[config.mk]
export PLATFORM = sky130hd
export DESIGN_NAME = vga_sync_gen
export DESIGN_NICKNAME = d
export VERILOG_FILES = /design/src/rtl/vga_sync_gen.sv
export SDC_FILE = /design/constraint.sdc
export NUM_CORES = 1
export LEC_CHECK = 0
export ABC_CLOCK_PERIOD_IN_PS = 2230
export CELL_PAD_IN_SITES_DETAIL_PLACEMENT = 1
export CELL_PAD_IN_SITES_GLOBAL_PLACEMENT = 1
export CORE_AREA = 2 2 70 72
export CTS_CLUSTER_SIZE = 20
export DETAILED_ROUTE_END_ITERATION = 8
export DIE_AREA = 0 0 72 74
export DONT_BUFFER_PORTS = 1
export PLACE_DENSITY_LB_ADDON = 0.1
export RECOVER_POWER = 100
export SYNTH_ARGS = -nofsm -noshare
export SYNTH_HDL_FRONTEND = slang
export SYNTH_SLANG_ARGS = --single-unit
[constraint.sdc]
create_clock -name clk -period 2.23 [get_ports clk]
set_input_delay 0.3345 -clock clk [delete_from_list [all_inputs] [get_ports clk]]
set_output_delay 0.3345 -clock clk [all_outputs]
set_load 0.02 [all_outputs]
[src/rtl/vga_sync_gen.sv]
// vga_sync_gen: 640x480@60 raster timing generator with pixel-tick divider, x/y counters, syncs and blanking.
// Define VGA_FRAME_CNT_EN to add the 8-bit frame_cnt output and its counter.
module vga_sync_gen #(
    parameter int TICK_DIV  = 4,
    parameter int H_DISPLAY = 640,
    parameter int H_FRONT   = 16,
    parameter int H_SYNC    = 96,
    parameter int H_BACK    = 48,
    parameter int V_DISPLAY = 480,
    parameter int V_FRONT   = 10,
    parameter int V_SYNC    = 2,
    parameter int V_BACK    = 33
) (
    input  logic       clk,
    input  logic       reset,
    output logic       p_tick,
    output logic [9:0] x,
    output logic [9:0] y,
    output logic       hsync,
    output logic       vsync,
    output logic       video_on,
    output logic       frame_tick
`ifdef VGA_FRAME_CNT_EN
    ,
    output logic [7:0] frame_cnt
`endif
);

    localparam int H_TOTAL = H_DISPLAY + H_FRONT + H_SYNC + H_BACK;
    localparam int V_TOTAL = V_DISPLAY + V_FRONT + V_SYNC + V_BACK;
    localparam int DIV_W   = (TICK_DIV > 1) ? $clog2(TICK_DIV) : 1;

    localparam logic [DIV_W-1:0] DIV_LAST = DIV_W'(TICK_DIV - 1);
    localparam logic [9:0] X_LAST   = 10'(H_TOTAL - 1);
    localparam logic [9:0] Y_LAST   = 10'(V_TOTAL - 1);
    localparam logic [9:0] X_VIS    = 10'(H_DISPLAY);
    localparam logic [9:0] Y_VIS    = 10'(V_DISPLAY);
    localparam logic [9:0] HS_START = 10'(H_DISPLAY + H_FRONT);
    localparam logic [9:0] HS_END   = 10'(H_DISPLAY + H_FRONT + H_SYNC);
    localparam logic [9:0] VS_START = 10'(V_DISPLAY + V_FRONT);
    localparam logic [9:0] VS_END   = 10'(V_DISPLAY + V_FRONT + V_SYNC);

    logic [DIV_W-1:0] div_q, div_d;
    logic [9:0]       x_q, x_d;
    logic [9:0]       y_q, y_d;
    logic             hsync_q, hsync_d;
    logic             vsync_q, vsync_d;
    logic             video_on_q, video_on_d;
    logic             frame_tick_q, frame_tick_d;
    logic             tick;
    logic             line_end;
    logic             frame_end;

    always_comb begin
        tick      = (div_q == DIV_LAST);
        div_d     = tick ? '0 : div_q + DIV_W'(1);
        line_end  = tick && (x_q == X_LAST);
        frame_end = line_end && (y_q == Y_LAST);

        x_d = x_q;
        y_d = y_q;
        if (tick) begin
            x_d = line_end ? '0 : x_q + 10'd1;
        end
        if (line_end) begin
            y_d = (y_q == Y_LAST) ? '0 : y_q + 10'd1;
        end

        // Decoded from next-state x/y so the registered flags land on the same edge as x/y.
        hsync_d      = !((x_d >= HS_START) && (x_d < HS_END));
        vsync_d      = !((y_d >= VS_START) && (y_d < VS_END));
        video_on_d   = (x_d < X_VIS) && (y_d < Y_VIS);
        frame_tick_d = frame_end;
    end

    always_ff @(posedge clk) begin
        if (reset) begin
            div_q        <= '0;
            x_q          <= '0;
            y_q          <= '0;
            hsync_q      <= 1'b1;
            vsync_q      <= 1'b1;
            video_on_q   <= 1'b1;
            frame_tick_q <= 1'b0;
        end else begin
            div_q        <= div_d;
            x_q          <= x_d;
            y_q          <= y_d;
            hsync_q      <= hsync_d;
            vsync_q      <= vsync_d;
            video_on_q   <= video_on_d;
            frame_tick_q <= frame_tick_d;
        end
    end

    assign p_tick     = tick;
    assign x          = x_q;
    assign y          = y_q;
    assign hsync      = hsync_q;
    assign vsync      = vsync_q;
    assign video_on   = video_on_q;
    assign frame_tick = frame_tick_q;

`ifdef VGA_FRAME_CNT_EN
    logic [7:0] frame_cnt_q, frame_cnt_d;

    // Advances on the same edge that raises frame_tick, so the new count is visible during the pulse.
    always_comb begin
        frame_cnt_d = frame_end ? frame_cnt_q + 8'd1 : frame_cnt_q;
    end

    always_ff @(posedge clk) begin
        if (reset) begin
            frame_cnt_q <= '0;
        end else begin
            frame_cnt_q <= frame_cnt_d;
        end
    end

    assign frame_cnt = frame_cnt_q;
`endif

endmodule

==> impl_metrics.tcl <==
set metrics [dict create \
    grt_first_pass_wirelength_um 6789 \
    coreArea_um2 4598 \
    synth_area_um2 1371 \
    gp_congestion 0.7743 \
    ys_seq_area_frac 0.3796 \
    clk_path_buf_depth 2 \
    cts_tree "done" \
    synth-seq-cells 26 \
    drv_slew 0 \
    routedWlPerCell_um 17.19 \
    path_clk_slew_ns 0.10 \
    cts_sinks 26 \
    syn_to_final_growth_pct 24.73 \
    cp-end-kind "flip-flop" \
    avgSynthCellArea_um2 8.625 \
    fmax_mhz 469.7 \
    vias_per_cell 5.314 \
    dieArea_um2 5328 \
    fin_util 0.3720 \
    synth_cell_type_count 41 \
    cpPeakStageDelay_ns 0.55 \
    cp.arrival_ns 2.28 \
    fin_crit_ns 2.129 \
    final_layout_size_suffix_gt1_frac 0.2660 \
    power.leakage_nw 0.5863 \
    switchingPower_uw 180.2 \
    clock_latency_ns 0.28 \
    crit_chain "buf_4, or3_4, or4_4, a222oi_1, o2111ai_1" \
    antenna_left 0 \
    cts_root_buf "clkbuf_8" \
    final_cells 242 \
    floorplan.rows 25 \
    grt_max_degree 19 \
    place_ws_ns 0.007820 \
    cp-start-kind "flip-flop" \
    power_frac_comb 0.039 \
    slew_headroom 0.6339 \
    dieWidth_um 72 \
    holdBufCountCts 0 \
    holdCritPathClass "in -> reg" \
    pwr_density_cell_nw_per_um2 460.1 \
    worstPathRequired_ns 2.38 \
    path_max_fanout 10 \
    grt_pass1_vias 1344 \
    dp_hpwl_um 3070 \
    synth.largest_area_cell "dfxtp_1" \
    ioPinCount 27 \
    port_buffers 0 \
    wirelength_um 4159 \
    worst_slew_pin_slew_ns 0.5492 \
    num_vias 1286 \
    globalRouteTotalUtil 0.1662 \
    tns_ns 0 \
    finalHoldViolCount 0 \
    finalInstanceArea_um2 1710 \
    fin_worst_skew_ns 0.005278 \
    die_y_um 74 \
    syn_inst 159 \
    synth_fp_nets 165 \
    synth.yosys.warnings 0 \
    globalRoute.totalOverflow 0 \
    synthTopCellsByArea "dfxtp_1 (38%), xnor2_1 (5.1%), nor2_1 (4.7%), nand4_1 (4.6%), ha_1 (3.6%)" \
    rsz0062_at_grt "true" \
    setup_slack_ns 0.1012 \
    reg2reg_slack_ns 0.10 \
    cts-htree-levels 1 \
    drt_first_pass_iters 4 \
    post-route-drc-count 0 \
    p_int_uw 606.7 \
    setup_viol 0 \
    drv_cap 0 \
    post_dp_cell_area_um2 1623 \
    nNetsFinal 196 \
    p_clk_frac 0.360 \
    crit_type "reg -> reg" \
    start_util 0.2982 \
    antenna_found_initial 0 \
    n_antenna_cell 0 \
    synth_top_area_share 0.3796 \
    drt_iter0_drc 77 \
    cpMaxStageDelayCell "or4_4" \
    numPlacedInstances 236 \
    period_share 0.9546 \
    swShare 0.2290 \
    crit_family "simple AND/OR/NAND/NOR gates" \
    status "finished clean" \
    path_buf_inv 1 \
    seq_power_share 0.602 \
    cts_buffers 3 \
    max-vdd-ir-drop_mv 0.2479 \
    fillers 554 \
]
## power by group through the flow
| stage | registers (mW) | clock network [mW] | logic [mW] |
|---|---|---|---|
| final | 0.473 | 0.283 | 0.0304 |
| after global routing | 0.474 | 0.313 | 0.0339 |
| after detailed placement | 0.484 | 0 | 0.0294 |
| after floorplan | 0.486 | 0 | 0.0221 |
| after global placement | 0.484 | 0 | 0.0283 |
| after CTS | 0.473 | 0.295 | 0.0295 |
## path summary, 6_finish.rpt
path / from / endpoint / depth (start not counted)
worst max-delay path: x[5] / vsync / 5
worst min-delay path: reset / x[1] / 1
worst max register to register: x[5] / vsync / 5
worst min register to register: div_q[0] / div_q[0] / 1
## worst register-to-register path, stage by stage, from the launching register on
cell       delay [ns]
dfxtp_1          0.34
buf_4            0.18
or3_4            0.43
or4_4            0.55
a222oi_1         0.35
o2111ai_1        0.15
## cell type report
| class | count | area [um^2] | area share |
|---|---|---|---|
| timing repair buffer | 33 | 229.0 | 0.1339 |
| multi-input combinational | 119 | 820.8 | 0.4799 |
| inverter | 7 | 26.28 | 0.01536 |
| sequential | 26 | 525.5 | 0.3072 |
| clock buffer | 3 | 41.29 | 0.02414 |
| tap | 54 | 67.56 | 0.03950 |
## repair_timing
| action | 4_1_cts | 5_1_grt |
|---|---|---|
| endpoints found under the setup margin | 0 | 3 |
| buffers inserted | 0 | 3 |
| resized for setup | 0 | 10 |
## Yosys cell counts
library cell / instances
a211oi_2: 2
a21o_1: 1
a21oi_1: 6
a21oi_2: 1
a222oi_1: 1
a31oi_1: 1
and3_2: 1
and4_1: 2
buf_2: 1
buf_4: 1
buf_6: 2
clkbuf_1: 3
dfxtp_1: 26
ha_1: 4
inv_1: 7
mux2i_1: 2
nand2_1: 10
nand2b_1: 2
nand3_1: 7
nand4_1: 10
nor2_1: 17
nor2b_1: 1
nor3_1: 8
nor3_2: 1
nor3b_1: 2
nor4_1: 2
o2111a_1: 1
o2111ai_1: 2
o21ai_0: 5
o21bai_1: 1
o21bai_2: 1
o22ai_1: 2
o311ai_0: 1
or2_2: 1
or3_1: 5
or3_4: 1
or4_1: 3
or4_4: 1
or4b_1: 1
xnor2_1: 8
xor2_1: 5
## per-stage QoR
stage / hold WS [ns] / total power, mW
floorplan: 0.4090 / 0.5084
global placement: 0.4036 / 0.5121
detailed placement: 0.4071 / 0.5134
CTS: 0.1056 / 0.7976
global route: 0.09297 / 0.8209
finish: 0.1068 / 0.7869
## cell usage in the layout (no fill, tap or decap), types with 3 or more instances in the layout
master    Yosys  layout
a21oi_1       6       5
buf_4         1      26
clkbuf_1      3       6
clkbuf_8      0       3
dfxtp_1      26      22
dfxtp_2       0       4
inv_1         7       7
nand2_1      10      10
nand3_1       7       7
nand4_1      10      10
nor2_1       17      17
nor3_1        8       8
o21ai_0       5       5
or3_1         5       4
xnor2_1       8       8
xor2_1        5       5
## per-layer routing
layer	up-vias	share of wire	track usage
met5	-	0	0
met4	0	0.011	0.05031
met3	5	0.039	0.03252
met2	24	0.46	0.2644
met1	622	0.49	0.2295
li1	635	-	-
## cell families after synthesis
family                     after synthesis  synth area share
DFF                                     26            0.3796
adders and majority gates                4           0.03650
xor gates and xnor gates                13           0.08303
buffers and inverters                   14           0.05292
AOI/OAI and AO/OA                       25            0.1323
muxes                                    2           0.01460
and+or+nand+nor                         75            0.3011
## registers in the layout, indices dropped and copies added (netlist names)
signal and count:
div_q 2, frame_tick 1, hsync 1, video_on 1
vsync 1, x 10, y 10
No activity file was read; power rests on OpenSTA's default activity.
==> RTL edit: new RTL, same settings <==
Take the reset off `x_q` and `y_q` and load them in a clocked block of their own.
--- a/src/rtl/vga_sync_gen.sv
+++ b/src/rtl/vga_sync_gen.sv
@@ -78,4 +78,2 @@
             div_q        <= '0;
-            x_q          <= '0;
-            y_q          <= '0;
             hsync_q      <= 1'b1;
@@ -86,4 +84,2 @@
             div_q        <= div_d;
-            x_q          <= x_d;
-            y_q          <= y_d;
             hsync_q      <= hsync_d;
@@ -93,2 +89,7 @@
         end
+    end
+
+    always_ff @(posedge clk) begin
+        x_q <= x_d;
+        y_q <= y_d;
     end
Behaviour: differs if reset is asserted again (counterexample within 10 cycles, from zero or initial values and one cycle with reset high); with reset held inactive, the same outputs for 10 cycles.
==> RTL edit against the original RTL <==
- sequential cell count is the same
- clock skew decreased by 0.0025 ns
- highest routed layer unchanged
- count of clock-buffer cells in the layout did not move
- synthesized area rose by 0.18%
- setup slack improved by 0.041 ns
- utilization down 1.7 points
- first-iteration DRC count decreased by 26%
- largest cell class unchanged
- final area down 4.6%
- wire length fell by 9.3%
- critical endpoint is now video_on$_SDFF_PP1_
Power is not compared: it rests on default switching activity, and its combinational part moved more than twofold at a synthesized area within 25%.
==> RTL edit: results (changes against the original RTL) <==
Synth async-reset ratio 0% (unchanged); vias in the first global route 1333 (was 1344); ant diodes 0 (unchanged); Slew Viols, Final 0 (unchanged); largest net degree at the start of global routing 16 (was 19); crit path max fanout 6 (was 10); status finished clean (unchanged); VDD IR max 0.255 mV; R2R cell count 8 (was 5); Avg Cell Area, Syn 8.75 um2 (was 8.62 um2); sequential share of the synthesized area 37.9% (was 38.0%); Root Driver clkbuf_8 (unchanged); antenna violations before repair 0 (unchanged); Final HPWL DP 3.04 mm (was 3.07 mm); fin nets 189 (was 196); slew at the pin closest to its max-slew limit 0.542 ns (was 0.549 ns); gpl congestion 0.813 (was 0.774); Avg Vias per Cell 5.32 (was 5.31); Finished Layout Cells 236 (was 242); Cells after DPL 232 (was 236); Distinct cells, synth 46 (was 41); slowest stage cell, crit path or3b_1 (was or4_4); clock insertion delay at the later pin of the skew report 0.27 ns; mux cell area share after synthesis 0.820% (was 1.46%); xor/xnor share of the synthesized area 5.74% (was 8.30%); WHS Path Cells 1 (unchanged); first-pass GRT wire length 6.53 mm (was 6.79 mm); H-tree lvl count 1 (unchanged); Reg clk slew, reported paths 0.10 ns (about the same); DRT iter0 DRCs 57 (was 77); CTS Buf Count 3 (unchanged); top_reg_cell synth dfxtp_1 (unchanged); HP Class primary input to register (unchanged); ranking of synthesized cells by area dfxtp_1 (38%), nand2_1 (5.7%), ha_1 (3.6%) (was dfxtp_1 (38%), xnor2_1 (5.1%), nor2_1 (4.7%)); Slowest Stage Delay on Critical Path 0.38 ns (was 0.55 ns); post-synthesis compound-gate area fraction 16.8% (was 13.2%); Syn Nets 163 (was 165); P_leak 0.000582 uW; Ys Warns 0 (unchanged); share of cells above drive strength 1 17.6% (was 26.6%); DR pass1 iterations 4 (unchanged); IO Port Bufs 0 (unchanged); DRT Wirelength 3.77 mm (was 4.16 mm); top cells by count, synth dfxtp_1 (26), nand2_1 (21), nor2_1 (12) (was dfxtp_1 (26), nor2_1 (17), nand2_1 (10), nand4_1 (10)); Fin Clk Skew 0.00282 ns (was 0.00528 ns); Worst EP arrival 2.25 ns (was 2.28 ns); Total Routing Usage GR 15.6% (was 16.6%); Longest Clk Path Bufs 2 (unchanged); critical path's top delay family simple AND/OR/NAND/NOR gates (unchanged); Post-Synth Adder-Cell Area 3.64% (was 3.65%)
==> RTL edit: changes by cell type in the layout (fill, tap and decap cells not counted), sizes merged, moves of 5 or more <==
| cell | delta |
|---|---|
| buf | -14 |
| clkbuf | +8 |
| nand2 | +11 |
| nand4 | -5 |
| nor2 | -5 |
| o21ai | +5 |
==> RTL edit: path summary, 6_finish.rpt <==
check                     endpoint  slack (ns)           startpoint
max            video_on$_SDFF_PP1_        0.14  div_q[0]$_SDFF_PP0_
min          frame_tick$_SDFF_PP0_        0.12                reset
max reg2reg    video_on$_SDFF_PP1_        0.14  div_q[0]$_SDFF_PP0_
min reg2reg    div_q[0]$_SDFF_PP0_        0.44  div_q[0]$_SDFF_PP0_
==> RTL edit: cell type report <==
cell class / count / area [um2]
fillers: 559 / 2970
multi-input cells: 120 / 791
flip-flops and latches: 26 / 520
repair buffers: 27 / 163
well taps: 54 / 67.6
clock buffers: 3 / 41.3
clock inverters: 1 / 30.0
inverters: 5 / 18.8
==> RTL edit: through the flow <==
stage,setup slack (ns),total power [uW],instance area [um2]
2_1_floorplan,0.0705,665,1370
3_3_place_gp,0.145,753,1610
3_5_place_dp,0.0730,756,1610
4_1_cts,0.0511,1160,1690
5_1_grt,0.0109,1190,1630
6_report,0.142,1110,1630
==> RTL edit: kinds of logic after synthesis <==
| group | Yosys count |
|---|---|
| AND/OR/NAND/NOR | 75 |
| XOR/XNOR | 9 |
| flip-flops | 26 |
| buffers and inverters | 11 |
| multiplexers | 1 |
| AO/OA/AOI/OAI | 31 |
| adder cells (fa/ha/maj) | 4 |
==> RTL edit: routing by layer <==
metal  up-vias  wire [um]  track usage, %
met1       608       1630            18.5
met3         2        175            3.66
li1        624          -               -
met2        21       1950            28.6
met5         -          0               0
met4         0         22            3.77
==> RTL edit: repair_timing <==
action                                  in CTS  in global routing
setup buffers                                0                  0
endpoints found under the setup margin       0                  3
endpoints found under the hold margin        0                  0
resized for setup                            0                  2
==> RTL edit: worst reg2reg max path, stage by stage, from the launching register on <==
cell and delay (ns):
dfxtp_1 0.36, ha_1 0.17, and4_1 0.23, buf_4 0.16
and3_4 0.22, nand3_2 0.09, or3b_1 0.38, a221oi_2 0.28
o31ai_2 0.09
==> RTL edit: power by group <==
group	internal, uW	total, uW	leakage [uW]	switching [uW]
Sequential	502	518	0.000211	16.6
Combinational	62.7	194	0.000335	131
Clock	240	401	0.0000357	160
Total	804	1110	0.000582	308
